$ cat src/rtl/pbit_rng_pkg.sv
// Shared types, default tap masks and LFSR step function for pbit_rng_bank.
// Optional build macro: PBIT_RNG_ZERO_INSERT_EN (see pbit_lfsr_core).
package pbit_rng_pkg;

   typedef enum logic {WARM, RUN} rng_state_e;

   localparam logic [31:0] TAPS_8  = 32'h0000_00B8;
   localparam logic [31:0] TAPS_16 = 32'h0000_D008;
   localparam logic [31:0] TAPS_24 = 32'h00E1_0000;
   localparam logic [31:0] TAPS_32 = 32'h8020_0003;

   // XNOR Fibonacci step on the low w bits; upper bits return zero.
   function automatic logic [31:0] lfsr_next(
      input logic [31:0] s,
      input logic [31:0] taps,
      input int unsigned w
   );
      logic [31:0] m;
      logic        fb;
      m  = (w >= 32) ? 32'hFFFF_FFFF : ((32'd1 << w) - 32'd1);
      fb = ~^(s & taps & m);
      return ((s << 1) | {31'd0, fb}) & m;
   endfunction

endpackage

$ cat src/rtl/pbit_lfsr_core.sv
// One XNOR LFSR channel with load and step controls.
// PBIT_RNG_ZERO_INSERT_EN adds a one-shot all-zero word before state 'h3.
module pbit_lfsr_core
   import pbit_rng_pkg::*;
#(
   parameter int unsigned       WIDTH = 32,
   parameter logic [31:0]       TAPS  = 32'h8020_0003,
   parameter logic [WIDTH-1:0]  SEED  = WIDTH'(1)
)(
   input  logic             clk,
   input  logic             rst,
   input  logic             step,
   input  logic             load,
   input  logic [WIDTH-1:0] load_val,
   output logic [WIDTH-1:0] q
);

   logic [WIDTH-1:0] state;
   logic [31:0]      nxt32;
   logic [WIDTH-1:0] nxt;

   assign nxt32 = lfsr_next(32'(state), TAPS, WIDTH);
   assign nxt   = nxt32[WIDTH-1:0];

`ifdef PBIT_RNG_ZERO_INSERT_EN
   logic zero_q;
   logic done_q;

   // Hold one step on the way to 'h3 so the all-zero word appears once.
   always_ff @(posedge clk) begin
      if (rst) begin
         state  <= SEED;
         zero_q <= 1'b0;
         done_q <= 1'b0;
      end else if (load) begin
         state  <= load_val;
         zero_q <= 1'b0;
         done_q <= 1'b0;
      end else if (step) begin
         if (zero_q) begin
            zero_q <= 1'b0;
            state  <= nxt;
         end else if (nxt == WIDTH'(3) && !done_q) begin
            zero_q <= 1'b1;
            done_q <= 1'b1;
         end else begin
            state <= nxt;
         end
      end
   end

   assign q = zero_q ? '0 : state;
`else
   always_ff @(posedge clk) begin
      if (rst)       state <= SEED;
      else if (load) state <= load_val;
      else if (step) state <= nxt;
   end

   assign q = state;
`endif

endmodule

$ cat src/rtl/pbit_rng_bank.sv
// Multi-channel XNOR LFSR word source with warm-up, reseed and lockup guard.
// Optional build macro: PBIT_RNG_ZERO_INSERT_EN (forwarded to each core).
module pbit_rng_bank
   import pbit_rng_pkg::*;
#(
   parameter int unsigned WIDTH       = 32,
   parameter int unsigned NUM_CH      = 4,
   parameter logic [31:0] TAPS        = 32'h8020_0003,
   parameter logic [31:0] SEED_BASE   = 32'd1,
   parameter logic [31:0] SEED_STRIDE = 32'h9E37_79B9,
   parameter int unsigned WARMUP      = 16,
   localparam int unsigned CW         = (NUM_CH > 1) ? $clog2(NUM_CH) : 1
)(
   input  logic                    clk,
   input  logic                    rst,
   input  logic                    en,
   input  logic                    seed_load,
   input  logic [CW-1:0]           seed_ch,
   input  logic [WIDTH-1:0]        seed_data,
   output logic [NUM_CH*WIDTH-1:0] rnd_out,
   output logic                    rnd_valid,
   output logic [NUM_CH-1:0]       lockup_flag
);

   localparam logic [WIDTH-1:0] ONES = '1;
   localparam logic [WIDTH-1:0] SAFE = {ONES[WIDTH-2:0], 1'b0};
   localparam logic [15:0]      WU   = 16'(WARMUP);

   rng_state_e       fsm;
   logic [15:0]      cnt;
   logic             load_ok;
   logic             step_all;
   logic             seed_bad;
   logic [WIDTH-1:0] seed_safe;

   assign load_ok   = seed_load && (32'(seed_ch) < NUM_CH);
   assign seed_bad  = (seed_data == ONES);
   assign seed_safe = seed_bad ? SAFE : seed_data;
   assign step_all  = (fsm == WARM) || en;

   always_ff @(posedge clk) begin
      if (rst) begin
         fsm       <= (WARMUP == 0) ? RUN : WARM;
         cnt       <= WU;
         rnd_valid <= (WARMUP == 0);
      end else if (load_ok && WARMUP != 0) begin
         fsm       <= WARM;
         cnt       <= WU;
         rnd_valid <= 1'b0;
      end else if (fsm == WARM) begin
         if (cnt == 16'd1) begin
            fsm       <= RUN;
            rnd_valid <= 1'b1;
         end else begin
            cnt <= cnt - 16'd1;
         end
      end
   end

   for (genvar i = 0; i < NUM_CH; i++) begin : g_ch
      localparam logic [31:0]      RAW  = SEED_BASE + 32'(i) * SEED_STRIDE;
      localparam logic [WIDTH-1:0] S0   = RAW[WIDTH-1:0];
      localparam logic [WIDTH-1:0] SEED = (S0 == ONES) ? SAFE : S0;

      logic ld;
      logic lk;

      assign ld = load_ok && (32'(seed_ch) == i);

      pbit_lfsr_core #(
         .WIDTH (WIDTH),
         .TAPS  (TAPS),
         .SEED  (SEED)
      ) u_core (
         .clk      (clk),
         .rst      (rst),
         .step     (step_all),
         .load     (ld),
         .load_val (seed_safe),
         .q        (rnd_out[i*WIDTH +: WIDTH])
      );

      always_ff @(posedge clk) begin
         if (rst)                lk <= 1'b0;
         else if (ld && seed_bad) lk <= 1'b1;
      end

      assign lockup_flag[i] = lk;
   end

endmodule

$ cat config.mk
export PLATFORM = sky130hd
export DESIGN_NAME = pbit_rng_bank
export DESIGN_NICKNAME = d
export VERILOG_FILES = /design/src/rtl/pbit_rng_pkg.sv /design/src/rtl/pbit_lfsr_core.sv /design/src/rtl/pbit_rng_bank.sv
export SDC_FILE = /design/constraint.sdc
export NUM_CORES = 1
export LEC_CHECK = 0
export CORE_ASPECT_RATIO = 1.75
export CORE_MARGIN = 10
export CORE_UTILIZATION = 34
export CTS_BUF_LIST = sky130_fd_sc_hd__clkbuf_4
export CTS_CLUSTER_SIZE = 40
export DETAILED_ROUTE_END_ITERATION = 10
export GPL_ROUTABILITY_DRIVEN = 0
export GPL_TIMING_DRIVEN = 0
export PLACE_DENSITY = 0.57
export SLEW_MARGIN = 0
export SYNTH_ARGS = -nofsm -noshare
export SYNTH_HDL_FRONTEND = slang
export SYNTH_SLANG_ARGS = --single-unit
$ cat constraint.sdc
create_clock -name clk -period 5.1 [get_ports clk]
set_input_delay 1.53 -clock clk [delete_from_list [all_inputs] [get_ports clk]]
set_output_delay 1.53 -clock clk [all_outputs]
set_load 0.05 [all_outputs]
==> results of run 1 <==
==> worst min-delay path, stage by stage, from the launching register on <==
cell     delay, ns
dfxtp_1       0.35
a31oi_1       0.04
nor2_1        0.07
==> per-layer routing <==
| layer | part of all wire | vias to the layer above | global-route usage |
|---|---|---|---|
| li1 | - | 3548 | - |
| met1 | 0.36 | 3703 | 0.245 |
| met2 | 0.52 | 328 | 0.404 |
| met3 | 0.064 | 86 | 0.0474 |
| met4 | 0.051 | 0 | 0.116 |
| met5 | 0 | - | 0 |
==> cell families after synthesis <==
logic type	after synthesis	share of synthesized area
AND/OR/NAND/NOR	514	0.327
XOR/XNOR	6	0.0159
AO/OA/AOI/OAI	162	0.164
adder cells (fa/ha/maj)	2	0.00362
multiplexers	5	0.00724
flip-flops	150	0.434
buffers and inverters	82	0.0476
==> where the power goes <==
group	internal, W	switching [W]	total [W]
clock	0.000184	0.000458	0.000641
combinational	0.000275	0.000532	0.000807
sequential	0.00126	0.000101	0.00136
==> through the flow <==
step           cell area (µm²)  instances
6_report                  9130       1370
3_3_place_gp              8900       1337
2_1_floorplan             6910        921
4_1_cts                   9120       1369
5_1_grt                   9130       1370
3_5_place_dp              8900       1337
==> path summary, 6_finish.rpt <==
check | slack, ns | to | start | depth (start not counted)
worst max-delay path | 1.62 | g_ch[1].u_core.q[0]$_SDFFE_PP0P_ | seed_data[19] | 5
worst max register to register | 3.01 | g_ch[2].u_core.q[30]$_SDFFE_PP0P_ | fsm$_SDFF_PP0_ | 6
worst min register to register | 0.49 | g_ch[3].lk$_SDFFE_PP0P_ | g_ch[3].lk$_SDFFE_PP0P_ | 2
worst min-delay path | 0.49 | g_ch[3].lk$_SDFFE_PP0P_ | g_ch[3].lk$_SDFFE_PP0P_ | 2
==> placed cells by master (no fill, tap or decap), types with 6 or more instances in the layout <==
| cell | instances |
|---|---|
| or4_1 | 6 |
| nor2_1 | 138 |
| o21ai_0 | 60 |
| dfxtp_1 | 150 |
| clkbuf_1 | 64 |
| a311oi_1 | 68 |
| and3_1 | 57 |
| nand2_1 | 263 |
| a21oi_1 | 9 |
| clkbuf_4 | 17 |
| clkdlybuf4s50_1 | 168 |
| clkinv_2 | 7 |
| nand4_1 | 8 |
| or3_1 | 7 |
==> state kept, by name, indices dropped and copies added (netlist names) <==
signal	flops
g_ch.u_core.q	128
cnt	16
g_ch.lk	4
fsm	1
rnd_valid	1
==> layout make-up <==
cell class | count | share of cell area
sequential | 150 | 0.329
clock inverter | 15 | 0.0100
tap | 248 | 0.0340
multi-input combinational | 689 | 0.392
timing repair buffer | 168 | 0.184
antenna | 1 | 0.000274
clock buffer | 17 | 0.0140
buffer | 77 | 0.0340
inverter | 5 | 0.00206
==> out/qor.yml, run 1 <==
pwr:
  power_density_mw_per_mm2: 308
  max-vdd-ir-drop_mv: 0.162
  leakagePower_nw: 3.65
  fin_total_pwr_w: 0.00281
synthesis:
  yosysSeqAreaShare: 0.434
  avgSynthCellArea_um2: 7.50
  synth_seq_cells: 150
  async_reset_ff_frac: 0
  synth_cell_types: 48
  yosysMostFrequentCell: "nand2_1"
  synth_edf_count: 0
  netlist_instances: 921
  ys_top_cells_by_count: "nand2_1, dfxtp_1, nor2_1"
  yosysTopAreaCell: "dfxtp_1"
  synth_top_area_frac: 0.434
  syn_nets: 961
  yosysWarningCount: 0
  yosys-top-cells-area: "dfxtp_1, nand2_1, a311oi_1, nor2_1, and3_1"
  yosys_most_used_dff: "dfxtp_1"
  synth_area_mm2: 0.00691
hold_path:
  hp-class: "reg -> reg"
detailed_routing:
  dr_total_vias: 7665
  dr.first_iter.drc_count: 683
  avgRoutedWirePerCell_um: 22.8
  viasPerCell: 5.59
  first_pass_iters: 5
  route.detailed.drc: 0
  wirelength_um: 31200
  drtAntennaViolNets: 0
floorplan:
  row_count: 69
  die_height_um: 209
  io_pins: 171
  coreArea_mm2: 0.0202
  start_util: 0.342
  die_width_um: 128
  die_area_mm2: 0.0267
timing:
  tns_ns: 0
  rsz0062_at_grt: "false"
  slew_violations: 0
  max_freq_ghz: 0.287
  finalHoldViolations: 0
  timing.final.crit_share: 0.682
  tightestPinTransition_ns: 1.05
  finalClockSkew_ns: 0.0177
  setup_viol: 0
  timing.final.ws_setup_ns: 1.62
  min_period_ns: 3.48
  whs_ns: 0.487
  relSlewSlack: 0.295
clock_tree:
  cts_tree: "done"
  clk_pin_slew_ns: 0.13
  clkLatencyLatePin_ns: 0.57
  clkSinkCount: 150
  clockBufferDepth: 2
  post_cts_buffers: 0
  cts_resized: 0
  root_buffer: "clkbuf_4"
  h-tree-depth: 4
  numCtsBuffers: 17
  cts_hold_buf: 0
final_layout:
  fin_nets: 1148
  fill_cells: 2102
  ff_latch_area_mm2: 0.00300
  syn2layout_area_growth_pct: 32.0
  multi_input_area_mm2: 0.00358
  drive_above_1_share: 0.0455
  final_util: 0.452
global_routing:
  grt_overflow: 0
  grt_max_degree: 17
  grt_pass1_vias: 7510
  track_usage: 0.227
  antenna_found_initial: 1
  grt_pass1_wl_um: 46700
status:
  outcome: "completed"
place:
  dp_hpwl_um: 23200
  place_ws_ns: 1.04
  numPortBuffers: 168
setup_path:
  crit_chain: "clkdlybuf4s50_1 > nand4_1 > nor4_1 > a211oi_1 > a22o_1"
  crit_required_ns: 5.58
  end_kind: "register"
  crit_fanout: 6
  crit_buf_inv: 1
  start_kind: "input port"
  crit_arrival_ns: 3.96
  slowest_stage: "nor4_1"
  path_class: "in -> reg"
  critical_path.top_delay_family: "simple AND/OR/NAND/NOR gates"
  cpPeakStageDelay_ns: 0.88
job:
  drv_cap: 0
(Power assumes the default switching activity.)
==> run 2, diff against run 1 <==
==> constraint.sdc (replaced) <==
create_clock -name clk -period 3.65 [get_ports clk]
set_input_delay 1.095 -clock clk [delete_from_list [all_inputs] [get_ports clk]]
set_output_delay 1.095 -clock clk [all_outputs]
set_load 0.05 [all_outputs]
==> results of run 2 <==
The final DEF is identical to that of run 1. Status: completed.
Among the figures that moved: setup slack after placement 1.04 ns -> 0.0239 ns; setup slack after layout 1.62 ns -> 0.606 ns; register-to-register setup slack 3.01 ns -> 1.56 ns; total power 0.00281 W -> 0.00393 W; worst IR drop on VDD 0.162 mV -> 0.226 mV
